--- config.mk ---
export PLATFORM = sky130hd
export DESIGN_NAME = pipe_stage_skid
export DESIGN_NICKNAME = d
export VERILOG_FILES = /design/src/rtl/cpu_pipe_pkg.sv /design/src/rtl/pipe_slot.sv /design/src/rtl/pipe_stage_skid.sv
export SDC_FILE = /design/constraint.sdc
export NUM_CORES = 1
export LEC_CHECK = 0
export ABC_CLOCK_PERIOD_IN_PS = 4550
export CORE_MARGIN = 4
export CORE_UTILIZATION = 35
export DETAILED_ROUTE_END_ITERATION = 10
export SETUP_SLACK_MARGIN = 0.15
export SYNTH_ARGS = -nofsm -noshare
export SYNTH_HDL_FRONTEND = slang
export SYNTH_HIERARCHICAL = 1
export SYNTH_SLANG_ARGS = --single-unit
--- constraint.sdc ---
create_clock -name clk -period 4.55 [get_ports clk]
set_clock_uncertainty 0.15 [all_clocks]
set_input_delay 0.91 -clock clk [delete_from_list [all_inputs] [get_ports clk]]
set_output_delay 0.91 -clock clk [all_outputs]
set_load 0.05 [all_outputs]
--- src/rtl/cpu_pipe_pkg.sv ---
// Shared types and defaults for CPU pipeline stage registers.
package cpu_pipe_pkg;
   typedef logic [1:0] pipe_occ_t;
   localparam int PIPE_DATA_W_DEF = 64;
endpackage

--- src/rtl/pipe_slot.sv ---
// One valid+payload holding register. clear kills valid and payload,
// consume drops valid only, load captures dIn. Priority: clear, load, consume.
module pipe_slot #(
   parameter int DATA_W = 64
) (
   input  logic              clk,
   input  logic              rst_n,
   input  logic              clear,
   input  logic              load,
   input  logic              consume,
   input  logic [DATA_W-1:0] dIn,
   output logic              valid,
   output logic [DATA_W-1:0] data
);
   always_ff @(posedge clk or negedge rst_n) begin
      if (!rst_n) begin
         valid <= 1'b0;
         data  <= '0;
      end else if (clear) begin
         valid <= 1'b0;
         data  <= '0;
      end else if (load) begin
         valid <= 1'b1;
         data  <= dIn;
      end else if (consume) begin
         valid <= 1'b0;
      end
   end
endmodule

--- src/rtl/pipe_stage_skid.sv ---
// Pipeline stage register with valid/ready handshake, flush, optional skid
// entry for a registered in_ready, occupancy report and saturating stall counter.
module pipe_stage_skid
   import cpu_pipe_pkg::*;
#(
   parameter int DATA_W = PIPE_DATA_W_DEF,
   parameter bit SKID   = 1'b1,
   parameter int CNT_W  = 16
) (
   input  logic              clk,
   input  logic              rst_n,
   input  logic              flush,
   input  logic              in_valid,
   output logic              in_ready,
   input  logic [DATA_W-1:0] in_data,
   output logic              out_valid,
   input  logic              out_ready,
   output logic [DATA_W-1:0] out_data,
   output pipe_occ_t         occupancy,
   output logic [CNT_W-1:0]  stall_cnt
);
   logic              mainV, skidV;
   logic [DATA_W-1:0] mainD, skidD, mainDin;
   logic              mainLoad, mainConsume, skidLoad, skidConsume;
   logic              inFire, outFire;

   assign out_valid = mainV && !flush;
   assign out_data  = mainD;
   assign in_ready  = SKID ? (!skidV && !flush) : ((!mainV || out_ready) && !flush);
   assign inFire    = in_valid && in_ready;
   assign outFire   = out_valid && out_ready;
   assign occupancy = pipe_occ_t'({1'b0, mainV}) + pipe_occ_t'({1'b0, skidV});

   always_comb begin
      mainLoad    = 1'b0;
      mainConsume = 1'b0;
      mainDin     = in_data;
      skidLoad    = 1'b0;
      skidConsume = 1'b0;
      if (flush) begin
         // slots clear themselves on flush
      end else if (SKID) begin
         if (outFire) begin
            // skid is always older than any incoming beat, so it drains first
            if (skidV) begin
               mainLoad    = 1'b1;
               mainDin     = skidD;
               skidConsume = 1'b1;
            end else if (inFire) begin
               mainLoad = 1'b1;
            end else begin
               mainConsume = 1'b1;
            end
         end else if (inFire) begin
            if (!mainV) mainLoad = 1'b1;
            else        skidLoad = 1'b1;
         end
      end else begin
         if (inFire)       mainLoad    = 1'b1;
         else if (outFire) mainConsume = 1'b1;
      end
   end

   pipe_slot #(.DATA_W(DATA_W)) uMain (
      .clk     (clk),
      .rst_n   (rst_n),
      .clear   (flush),
      .load    (mainLoad),
      .consume (mainConsume),
      .dIn     (mainDin),
      .valid   (mainV),
      .data    (mainD)
   );

   generate
      if (SKID) begin : genSkid
         pipe_slot #(.DATA_W(DATA_W)) uSkid (
            .clk     (clk),
            .rst_n   (rst_n),
            .clear   (flush),
            .load    (skidLoad),
            .consume (skidConsume),
            .dIn     (in_data),
            .valid   (skidV),
            .data    (skidD)
         );
      end else begin : genNoSkid
         assign skidV = 1'b0;
         assign skidD = '0;
      end
   endgenerate

   always_ff @(posedge clk or negedge rst_n) begin
      if (!rst_n)
         stall_cnt <= '0;
      else if (out_valid && !out_ready && stall_cnt != {CNT_W{1'b1}})
         stall_cnt <= stall_cnt + 1'b1;
   end
endmodule

==> key figures <==
Status
  – Run status: completed

Power
  – Int Power: 2.37 mW
  – Power, Total: 3.25 mW
  – Relative contribution of the clock network to total power: 42.2%
  – Pwr dens: 354 mW/mm^2
  – Switching pwr: 0.878 mW
  – Combinational Power Share: 15.3%
  – Switching share of total power: 27.0%
  – Leak: 3.92 nW
  – Portion of total power attributed to sequential cells: 42.5%
  – Largest vdd supply drop: 0.249 mV

CTS
  – Clock Tree Root: sky130_fd_sc_hd__clkbuf_16
  – CTS Hold Bufs: 0
  – Clock tree from TritonCTS: built
  – Clock Path Buffers: 2
  – Number of buffers added by the clock tree synthesis step: 17
  – Post-CTS clock slew at the launch and capture registers of the worst setup and hold paths: 60 ps
  – Level count of the clock H-tree: 4
  – Clock network latency to the later pin of the worst-skew pair: 420 ps
  – TritonCTS Sinks: 146
  – PostCTS Resize Cnt: 0
  – Post-CTS Setup Bufs: 0

Finish
  – Post-route cell area: 0.00917 mm^2
  – Area taken by multi-input logic gates: 0.00300 mm^2
  – # diodes: 0
  – Nets: 789
  – Filler cell count: 1,841
  – Most used cells in the layout excluding fill and tap cells: sky130_fd_sc_hd__clkdlybuf4s50_1, sky130_fd_sc_hd__dfrtp_1, sky130_fd_sc_hd__nor2_1
  – Utilization after layout: 47.0%
  – Final std cells w/o fill: 996
  – Area added between synthesis and finish: 31.5%
  – Commonest non-fill, non-tap cell in the layout: sky130_fd_sc_hd__clkdlybuf4s50_1
  – Fraction of layout cells with a size suffix above 1: 8.62%
  – Sequential cell area: 0.00365 mm^2

Placement
  – PortBufs: 152
  – Placer's final routability congestion estimate: 0.774
  – Detailed placement HPWL: 10,500 um
  – Cell count after placement: 964
  – Pre-CTS setup slack: 1140 ps
  – Post-placement cell area: 0.00860 mm^2

Drt
  – Number of nets with antenna violations after detailed routing: 0
  – Routed WL per cell: 16.3 um
  – Via Count: 4,688
  – Drc violations: 0
  – Total length of routed wires: 16,200 um
  – Number of design-rule violations left by the first detailed-router iteration: 149
  – Vias/cell: 4.71
  – Pre-Repair DR Iteration Count: 4

Global routing
  – Antenna violations before repair: 0
  – Number of global-route vias before repair: 5,052
  – First-pass GRT wire length: 26,900 um
  – Overflow after GRT: 0
  – Aggregate global-route resource usage: 15.1%
  – Largest net degree at the start of global routing: 116

STA
  – Minimum setup slack in the final design: 1200 ps
  – RSZ-0062 raised after global routing: no
  – Final hold vios: 0
  – Transition at the pin with the smallest max-transition slack: 1060 ps
  – Pins Over Slew Limit: 0
  – Post-route setup TNS: 0 ps
  – Time the final worst path needs with I/O delays and setup: 3350 ps
  – Worst hold slack: 348 ps
  – Tcrit/Tclk final: 73.7%
  – Endpoints failing setup: 0
  – Maximum frequency from static timing analysis: 298 MHz
  – Slew margin rel.: 29.3%

Setup path
  – Cell Chain, Critical Path: buf_4 > nor2b_1 > clkdlybuf4s50_1
  – Top cell family by delay on the critical path: buffers and inverters
  – Launching element type of the critical path: input pin
  – Arrival time of the worst setup path: 2290 ps
  – Peak fanout along the critical path: 4
  – Class of the most critical setup path: input pin to output pin
  – Required time of the critical path: 3490 ps
  – Library cell contributing the largest single delay on the critical path: sky130_fd_sc_hd__clkdlybuf4s50_1
  – Critical path buffers and inverters: 2
  – Max incr delay on CP: 900 ps
  – Element type at the critical path end: output pin

Synth
  – Synth Cell Area: 0.00698 mm^2
  – Synth Flop Type: sky130_fd_sc_hd__dfrtp_1
  – Fraction of registers with async set or reset after synthesis: 100%
  – Cell count after synthesis: 575
  – Count of unique library cells instantiated by Yosys: 37
  – Mapped Nets: 646
  – Number of storage elements in the synthesis netlist: 146
  – Mean instance size in the synthesized netlist: 12.1 um^2
  – Number of warnings printed during yosys synthesis: 6
  – Fraction of the yosys area taken by sequential cells: 52.4%
  – Number of flops mapped to enable cells by yosys: 0

Die
  – Area inside the core boundary: 0.0195 mm^2
  – Total number of placement rows: 51
  – I/O pin count: 153
  – Floorplan die area: 0.0223 mm^2
  – Initial Util: 35.7%
  – Width of the chip: 149 um
  – Chip height: 149 um

Flow run
  – Max-Cap Viols: 0

Hold path
  – Type of the most critical hold path: flip-flop to flip-flop
cell families (layout without fill, tap and decap cells):
| family | Yosys count | count (layout) | synth area share [%] |
|---|---|---|---|
| fa+ha+maj | 2 | 2 | 0.359 |
| xor+xnor | 11 | 11 | 1.38 |
| buf+inv | 40 | 196 | 5.11 |
| simple gates | 164 | 164 | 10.1 |
| compound gates | 18 | 18 | 1.56 |
| flops | 146 | 146 | 52.4 |
| mux | 194 | 194 | 29.1 |
flip-flops by register name, summed over array words and instances (netlist names):
register,flops
uMain/data,64
genSkid.uSkid/data,64
genSkid.uSkid/valid,1
uMain/valid,1
stall_cnt,16
synthesized netlist by cell type (5+ instances only):
| master | n | area share, % |
|---|---|---|
| sky130_fd_sc_hd__xor2_1 | 8 | 1.0 |
| sky130_fd_sc_hd__mux2_1 | 50 | 8.1 |
| sky130_fd_sc_hd__dfrtp_1 | 146 | 52 |
| sky130_fd_sc_hd__buf_1 | 6 | 0.32 |
| sky130_fd_sc_hd__a21oi_1 | 7 | 0.50 |
| sky130_fd_sc_hd__buf_4 | 5 | 0.54 |
| sky130_fd_sc_hd__nor2_1 | 131 | 7.0 |
| sky130_fd_sc_hd__mux2i_1 | 128 | 18 |
| sky130_fd_sc_hd__nand3_1 | 7 | 0.50 |
| sky130_fd_sc_hd__buf_12 | 10 | 2.9 |
| sky130_fd_sc_hd__mux2_2 | 15 | 2.4 |
| sky130_fd_sc_hd__buf_2 | 8 | 0.57 |
| sky130_fd_sc_hd__nand2_1 | 6 | 0.32 |
power groups by stage:
stage               Combinational [mW]  Clock (mW)  Sequential [mW]
global placement                 0.500           0             1.40
global route                     0.533        1.47             1.39
CTS                              0.505        1.41             1.38
detailed placement               0.504           0             1.40
floorplan                        0.155           0             1.54
finish                           0.499        1.37             1.38
worst reg2reg max path: cells and delay by family, from the launching register on:
family | cells | cell delay (ps)
mux | 1 | 250
buf+inv | 2 | 500
flops | 1 | 430
simple gates | 3 | 950
path summary, 6_finish.rpt:
| path | depth (start not counted) | slack [ps] | from | endpoint |
|---|---|---|---|---|
| min reg2reg | 1 | 350 | stall_cnt[11] | stall_cnt[11] |
| min in group asynchronous | 1 | 470 | rst_n | genSkid.uSkid/data[10] |
| max reg2reg | 6 | 2140 | uMain/valid | genSkid.uSkid/data[44] |
| min | 1 | 350 | stall_cnt[11] | stall_cnt[11] |
| max in group asynchronous | 2 | 2850 | rst_n | genSkid.uSkid/data[58] |
| max | 3 | 1200 | flush | out_valid |
layout make-up:
cell class                      instances  area share (%)
Sequential cell                       146            39.8
Multi-Input combinational cell        389            32.7
Timing Repair Buffer                  159            17.4
Clock buffer                           22            5.06
Tap cell                              265            3.62
Clock inverter                         10            1.19
Inverter                                5           0.205
layer usage:
layer	up-vias	GRT usage [%]	wire length [um]
li1	2256	-	-
met1	2322	20.0	7460
met2	103	24.1	7820
met3	7	4.68	827
met4	0	3.80	121
met5	-	0	0
Power figures use the tool's default switching activity.
